$ cat config.mk
export PLATFORM = sky130hd
export DESIGN_NAME = tank_level_emulator
export DESIGN_NICKNAME = d
export VERILOG_FILES = /design/src/rtl/tank_level_emulator.sv
export SDC_FILE = /design/constraint.sdc
export NUM_CORES = 1
export LEC_CHECK = 0
export ABC_CLOCK_PERIOD_IN_PS = 8119
export CAP_MARGIN = 5
export CORE_MARGIN = 2
export CORE_UTILIZATION = 56
export DETAILED_ROUTE_END_ITERATION = 10
export PLACE_DENSITY = 0.83
export REMOVE_ABC_BUFFERS = 1
export SETUP_SLACK_MARGIN = 0.3
export SYNTH_ARGS = -nofsm -noshare
export SYNTH_HDL_FRONTEND = slang
export SYNTH_SLANG_ARGS = --single-unit
$ cat constraint.sdc
create_clock -name clk -period 8.12 [get_ports clk]
set_clock_uncertainty 0.15 [all_clocks]
set_input_delay 2.03 -clock clk [delete_from_list [all_inputs] [get_ports clk]]
set_output_delay 2.03 -clock clk [all_outputs]
set_load 0.01 [all_outputs]
$ cat src/rtl/tank_level_emulator.sv
// -----------------------------------------------------------------------------
// tank_level_emulator
//
// Closed-loop water-tank model. It integrates a tank level from the
// irrigation controller's valve commands and drives the high/middle/low
// level sensors back to the controller. Fault injection forces one
// sensor to a stuck value so that the controller's alarm paths can be
// exercised.
//
// Ports:
//   clk                 system clock
//   rst_n               asynchronous active-low reset
//   valvula_entrada     inlet valve open (adds FILL_RATE per tick)
//   valvula_aspersao    sprinkler valve open (removes SPR_RATE per tick)
//   valvula_gotejamento drip valve open (removes DRIP_RATE per tick)
//   load_en             force level to load_value (clamped to TANK_MAX)
//   load_value          forced level
//   fault_sel           00 none, 01 low stuck-0, 10 high stuck-1,
//                       11 middle stuck-0
//   clear_flags         clears the sticky flags
//   high/middle/low     registered level-sensor outputs
//   level               current level register
//   tick                one-cycle pulse on level update cycles
//   overflow_flag       sticky: fill attempted beyond TANK_MAX
//   dry_flag            sticky: drain attempted below 0
// -----------------------------------------------------------------------------
module tank_level_emulator #(
    parameter int LEVEL_W    = 8,
    parameter int TANK_MAX   = 200,
    parameter int INIT_LEVEL = 100,
    parameter int LOW_TH     = 40,
    parameter int MID_TH     = 100,
    parameter int HIGH_TH    = 160,
    parameter int FILL_RATE  = 4,
    parameter int SPR_RATE   = 3,
    parameter int DRIP_RATE  = 1,
    parameter int TICK_DIV   = 4
) (
    input  logic               clk,
    input  logic               rst_n,
    input  logic               valvula_entrada,
    input  logic               valvula_aspersao,
    input  logic               valvula_gotejamento,
    input  logic               load_en,
    input  logic [LEVEL_W-1:0] load_value,
    input  logic [1:0]         fault_sel,
    input  logic               clear_flags,
    output logic               high,
    output logic               middle,
    output logic               low,
    output logic [LEVEL_W-1:0] level,
    output logic               tick,
    output logic               overflow_flag,
    output logic               dry_flag
);

    localparam int CNT_W = $clog2(TICK_DIV);
    localparam int RAW_W = LEVEL_W + 2;

    localparam logic [CNT_W-1:0]   CNT_LAST  = CNT_W'(TICK_DIV - 1);
    localparam logic [LEVEL_W-1:0] MAX_LVL   = LEVEL_W'(TANK_MAX);
    localparam logic [LEVEL_W-1:0] INIT_LVL  = LEVEL_W'(INIT_LEVEL);
    // Sensor reset value: threshold compare of INIT_LEVEL with no fault.
    localparam logic [2:0] SENS_RST = {
        (INIT_LEVEL >= HIGH_TH) ? 1'b1 : 1'b0,
        (INIT_LEVEL >= MID_TH)  ? 1'b1 : 1'b0,
        (INIT_LEVEL >= LOW_TH)  ? 1'b1 : 1'b0
    };

    // Threshold compare plus stuck-at override; returns {high, middle, low}.
    function automatic logic [2:0] sense(input logic [LEVEL_W-1:0] lvl,
                                         input logic [1:0]         fsel);
        logic [2:0] s;
        s[2] = (lvl >= LEVEL_W'(HIGH_TH)) ? 1'b1 : 1'b0;
        s[1] = (lvl >= LEVEL_W'(MID_TH))  ? 1'b1 : 1'b0;
        s[0] = (lvl >= LEVEL_W'(LOW_TH))  ? 1'b1 : 1'b0;
        case (fsel)
            2'b01:   s[0] = 1'b0;
            2'b10:   s[2] = 1'b1;
            2'b11:   s[1] = 1'b0;
            default: s    = s;
        endcase
        return s;
    endfunction

    logic [CNT_W-1:0]         cnt_q, cnt_d;
    logic                     tick_q, tick_d;
    logic [LEVEL_W-1:0]       level_q, level_d;
    logic                     ovf_q, ovf_d;
    logic                     dry_q, dry_d;
    logic [2:0]               sens_q, sens_d;
    logic signed [RAW_W-1:0]  raw_s;

    // Free-running prescaler; tick is registered so it is high exactly
    // while the count sits at its last value.
    always_comb begin
        cnt_d = cnt_q;
        if (cnt_q == CNT_LAST) begin
            cnt_d = '0;
        end else begin
            cnt_d = cnt_q + CNT_W'(1);
        end
        tick_d = (cnt_d == CNT_LAST) ? 1'b1 : 1'b0;
    end

    // Net valve flow applied to the current level, kept signed with two
    // guard bits so both overshoot and undershoot are visible.
    always_comb begin
        raw_s = $signed({2'b00, level_q});
        if (valvula_entrada) begin
            raw_s = raw_s + $signed(RAW_W'(FILL_RATE));
        end else begin
            raw_s = raw_s;
        end
        if (valvula_aspersao) begin
            raw_s = raw_s - $signed(RAW_W'(SPR_RATE));
        end else begin
            raw_s = raw_s;
        end
        if (valvula_gotejamento) begin
            raw_s = raw_s - $signed(RAW_W'(DRIP_RATE));
        end else begin
            raw_s = raw_s;
        end
    end

    // Level and sticky-flag next state; load_en overrides a tick update
    // and suppresses flag setting in that cycle.
    always_comb begin
        level_d = level_q;
        ovf_d   = clear_flags ? 1'b0 : ovf_q;
        dry_d   = clear_flags ? 1'b0 : dry_q;
        if (load_en) begin
            if (load_value > MAX_LVL) begin
                level_d = MAX_LVL;
            end else begin
                level_d = load_value;
            end
        end else if (tick_q) begin
            if (raw_s > $signed(RAW_W'(TANK_MAX))) begin
                level_d = MAX_LVL;
                ovf_d   = 1'b1;
            end else if (raw_s < $signed(RAW_W'(0))) begin
                level_d = '0;
                dry_d   = 1'b1;
            end else begin
                level_d = raw_s[LEVEL_W-1:0];
            end
        end else begin
            level_d = level_q;
        end
    end

    // Sensors follow the level register one cycle later, faults included.
    always_comb begin
        sens_d = sense(level_q, fault_sel);
    end

    // State registers.
    always_ff @(posedge clk or negedge rst_n) begin
        if (!rst_n) begin
            cnt_q   <= '0;
            tick_q  <= 1'b0;
            level_q <= INIT_LVL;
            ovf_q   <= 1'b0;
            dry_q   <= 1'b0;
            sens_q  <= SENS_RST;
        end else begin
            cnt_q   <= cnt_d;
            tick_q  <= tick_d;
            level_q <= level_d;
            ovf_q   <= ovf_d;
            dry_q   <= dry_d;
            sens_q  <= sens_d;
        end
    end

    assign high          = sens_q[2];
    assign middle        = sens_q[1];
    assign low           = sens_q[0];
    assign level         = level_q;
    assign tick          = tick_q;
    assign overflow_flag = ovf_q;
    assign dry_flag      = dry_q;

endmodule

==> flow_summary_export.csv <==
group,metric,value,unit
run_status,status,"complete, no violations",
placement,detailed_place.area,1824,sq um
final_layout,fill_cells,242,
floorplan,floorplan.die.width,56.79,um
worst_setup_path,worst-endpoint-arrival,5.06,ns
timing,timing.setup.tns,0,ns
final_layout,antenna_cells,0,
floorplan,std_cell_rows,19,
floorplan,chipHeight,56.79,um
final_layout,post-route-cell-area,1861,sq um
synth,yosysSeqAreaShare,26.06,%
synth,synth.top_cells.by_area,"sky130_fd_sc_hd__dfrtp_1 18%, sky130_fd_sc_hd__dfstp_2 8.4%, sky130_fd_sc_hd__xnor2_1 7.3%, sky130_fd_sc_hd__ha_1 7.2%, sky130_fd_sc_hd__xor2_1 4.5%",
flow_run,drv.max_cap_violation_count,0,
grt,wire_length_of_the_first_global_routing_pass,6279,um
final_layout,post-route-util,68.65,%
worst_setup_path,reg2reg_to,"level[0]$_DFFE_PN0P_",
route,detail_route.wl_per_cell,16.06,um
synth,synth.yosys.warnings,0,
worst_setup_path,crit_path_cell_trace,"clkdlybuf4s50_1 -> and3b_2 -> o21ai_0 -> xor2_1 -> or4_4 -> a211oi_4 -> xor2_2 -> a41oi_4 -> o31ai_2",
cts,post_cts_resized,0,
cts,post_cts.repair.setup_buffers,0,
min_path,hold_class,"reg2reg",
synth,synthesis.instances,176,
worst_setup_path,worstPathMaxFanout,10,
synth,synth_async_sr_flop_share,100.0,%
placement,port-buffer-count,30,
worst_setup_path,timing.critical_path.from_type,"input pin",
route,detailedRoute.firstIterationViolations,78,
route,route.detailed.vias_per_inst,6.009,
timing,final.min_clock_period,5.011,ns
final_layout,count_of_nets_after_finishing,228,
cts,clockRootBuffer,"sky130_fd_sc_hd__clkbuf_4",
floorplan,die_area,3225,sq um
worst_setup_path,cp.required,8.17,ns
synth,most_instantiated_flip_flop_cell_in_the_synthesis_netlist,"sky130_fd_sc_hd__dfrtp_1",
placement,post-place-ws,2.780,ns
grt,antenna_found_initial,0,
timing,worstMarginPinSlew,0.7130,ns
worst_setup_path,worst_r2r_path_depth,10,
worst_setup_path,crit_path_max_incr_delay,0.59,ns
worst_setup_path,rrSetupSlack,4.45,ns
final_layout,multiInputGateArea,1026,sq um
route,drt_first_pass_iters,5,
worst_setup_path,setup.worst_path.class,"in2reg",
route,route.final.wire_length,3727,um
worst_setup_path,timing.rr.start,"level[2]$_DFFE_PN1P_",
timing,timing.final.crit_share,61.71,%
cts,cts_tree,"done",
synth,ys_ff_latch,16,
synth,synth_most_common_cell,"sky130_fd_sc_hd__nand2_1",
floorplan,start_util,57.57,%
grt,globalRouteTotalUtil,24.59,%
synth,synth_edf_count,0,
cts,cts_htree_levels,1,
grt,vias_in_the_first_global_route,1370,
cts,cts.sinks,16,
timing,rsz0062_at_grt,"false",
timing,setup_ws,3.109,ns
floorplan,core_region_area,2710,sq um
cts,clkLatencyLatePin,0.29,ns
synth,synth_top_cells_by_count,"18 x sky130_fd_sc_hd__nand2_1, 14 x sky130_fd_sc_hd__inv_1, 13 x sky130_fd_sc_hd__xnor2_1",
placement,dp_hpwl,2938,um
min_path,min_from,"cnt_q[0]$_DFF_PN0_",
synth,synth.lib_cells_used.distinct,49,
timing,worst_rel_slew_slack,52.32,%
worst_setup_path,critPathLaunch,"valvula_entrada",
power_and_ir_drop,power.density_cell_area,161.8,nW/um^2
cts,cts_buffers,3,
placement,place_congestion,0.9564,
min_path,hold_depth,1,
grt,grt_max_degree,17,
grt,globalRoute.totalOverflow,0,
worst_setup_path,crit_slowest_cell,"sky130_fd_sc_hd__clkdlybuf4s50_1",
synth,syn-cell-area,1560,sq um
worst_setup_path,timing.critical_path.to_type,"register",
cts,cts.hold.buffers_added,0,
route,routed-via-count,1394,
timing,fmax,199.6,MHz
timing,timing_hold_violations_final,0,
floorplan,io-pin-count,31,
cts,clock_tree_buf_depth,2,
synth,synthDominantCellAreaShare,17.64,%
synth,yosys.area.top_type,"sky130_fd_sc_hd__dfrtp_1",
timing,report.final.setup_viol,0,
final_layout,sequential_cell_area,406.6,sq um
power_and_ir_drop,cellLeakagePower,0.7629,nW
final_layout,drive_above_1_share,11.94,%
route,remaining_drcs,0,
cts,cts.reportedPaths.clkPinSlew,0.10,ns
final_layout,areaGrowthSynthToFinish,19.25,%
worst_setup_path,crit_buf_inv,1,
power_and_ir_drop,irDropWorstVdd,0.1618,mV
synth,syn_avg_cell_area,8.865,sq um
timing,final-max-slew-violation-count,0,
route,drt.antenna.violating_nets,0,
worst_setup_path,cell_class_contributing_the_biggest_share_of_worst_path_delay,"compound AO/OA/AOI/OAI gates",
min_path,timing.hold.worst_endpoint,"cnt_q[0]$_DFF_PN0_",
==> layer usage <==
layer  routed length, um  global-route usage [%]  part of all wire [%]
met5                   0                       0                     0
met1                1554                   28.72                    42
met2                1910                   45.51                    51
met3                 194                   6.452                   5.2
met4                  67                   3.987                   1.8
==> worst reg2reg max path: stages (launching register included) <==
cell	delay, ns
sky130_fd_sc_hd__dfstp_2	0.68
sky130_fd_sc_hd__inv_1	0.10
sky130_fd_sc_hd__ha_1	0.31
sky130_fd_sc_hd__and3b_2	0.20
sky130_fd_sc_hd__o21ai_0	0.39
sky130_fd_sc_hd__xor2_1	0.17
sky130_fd_sc_hd__or4_4	0.59
sky130_fd_sc_hd__a211oi_4	0.25
sky130_fd_sc_hd__xor2_2	0.23
sky130_fd_sc_hd__a41oi_4	0.23
sky130_fd_sc_hd__o31ai_2	0.28
==> stage by stage <==
stage / hold slack, ns / std cells / power [W]
floorplan: 0.2779 / 167 / 0.0001976
global placement: 0.2889 / 228 / 0.0002429
detailed placement: 0.3057 / 228 / 0.0002489
CTS: 0.3178 / 232 / 0.0003022
global route: 0.3420 / 232 / 0.0003200
finish: 0.3075 / 232 / 0.0003010
==> cells in the final DEF, fill, tap and decap left out, types with 6 or more instances in the layout <==
cell type and instances:
sky130_fd_sc_hd__nor2_1 9, sky130_fd_sc_hd__ha_1 9, sky130_fd_sc_hd__a21oi_1 6, sky130_fd_sc_hd__nand2_1 18, sky130_fd_sc_hd__o21ai_0 9, sky130_fd_sc_hd__a22oi_1 6
sky130_fd_sc_hd__dfrtp_1 11, sky130_fd_sc_hd__inv_1 14, sky130_fd_sc_hd__clkdlybuf4s50_1 30, sky130_fd_sc_hd__xor2_1 8, sky130_fd_sc_hd__nand4_1 6, sky130_fd_sc_hd__xnor2_1 13
==> flip-flops by register name, summed over array words and instances (netlist names) <==
signal and cells:
level 8, overflow_flag 1, sens_q 3, tick 1, dry_flag 1, cnt_q 2
==> cell type report <==
| cell class | instances | share of cell area, % |
|---|---|---|
| clock buffers | 4 | 1.950 |
| well taps | 31 | 2.085 |
| multi-input cells | 137 | 55.14 |
| inverters | 14 | 2.824 |
| flip-flops and latches | 16 | 21.86 |
| repair buffers | 30 | 16.14 |
==> cell families (layout without fill, tap and decap cells) <==
kind of cell,Yosys count,count (layout),share of synthesized area (%)
flops,16,16,26.06
fa+ha+maj,9,9,7.217
xor+xnor,22,22,12.83
compound gates,47,47,24.38
buf+inv,23,48,8.179
mux,3,3,1.925
simple gates,56,56,19.41
==> report_power, final <==
group | internal, W | switching [W]
sequential | 0.0000904 | 0.0000168
clock | 0.0000273 | 0.0000246
combinational | 0.0000660 | 0.0000760
==> worst max-delay path by stage <==
| stage | to | slack [ns] | cells past startpoint |
|---|---|---|---|
| 6_report | level[0]$_DFFE_PN0P_ | 3.11 | 9 |
| 3_3_place_gp | overflow_flag$_DFF_PN0_ | 2.89 | 9 |
| 2_1_floorplan | overflow_flag$_DFF_PN0_ | 3.69 | 8 |
| 3_5_place_dp | level[0]$_DFFE_PN0P_ | 2.78 | 9 |
| 4_1_cts | level[0]$_DFFE_PN0P_ | 3.09 | 9 |
| 5_1_grt | level[0]$_DFFE_PN0P_ | 2.83 | 9 |
Note: power is estimated with default switching activity, not from simulation.
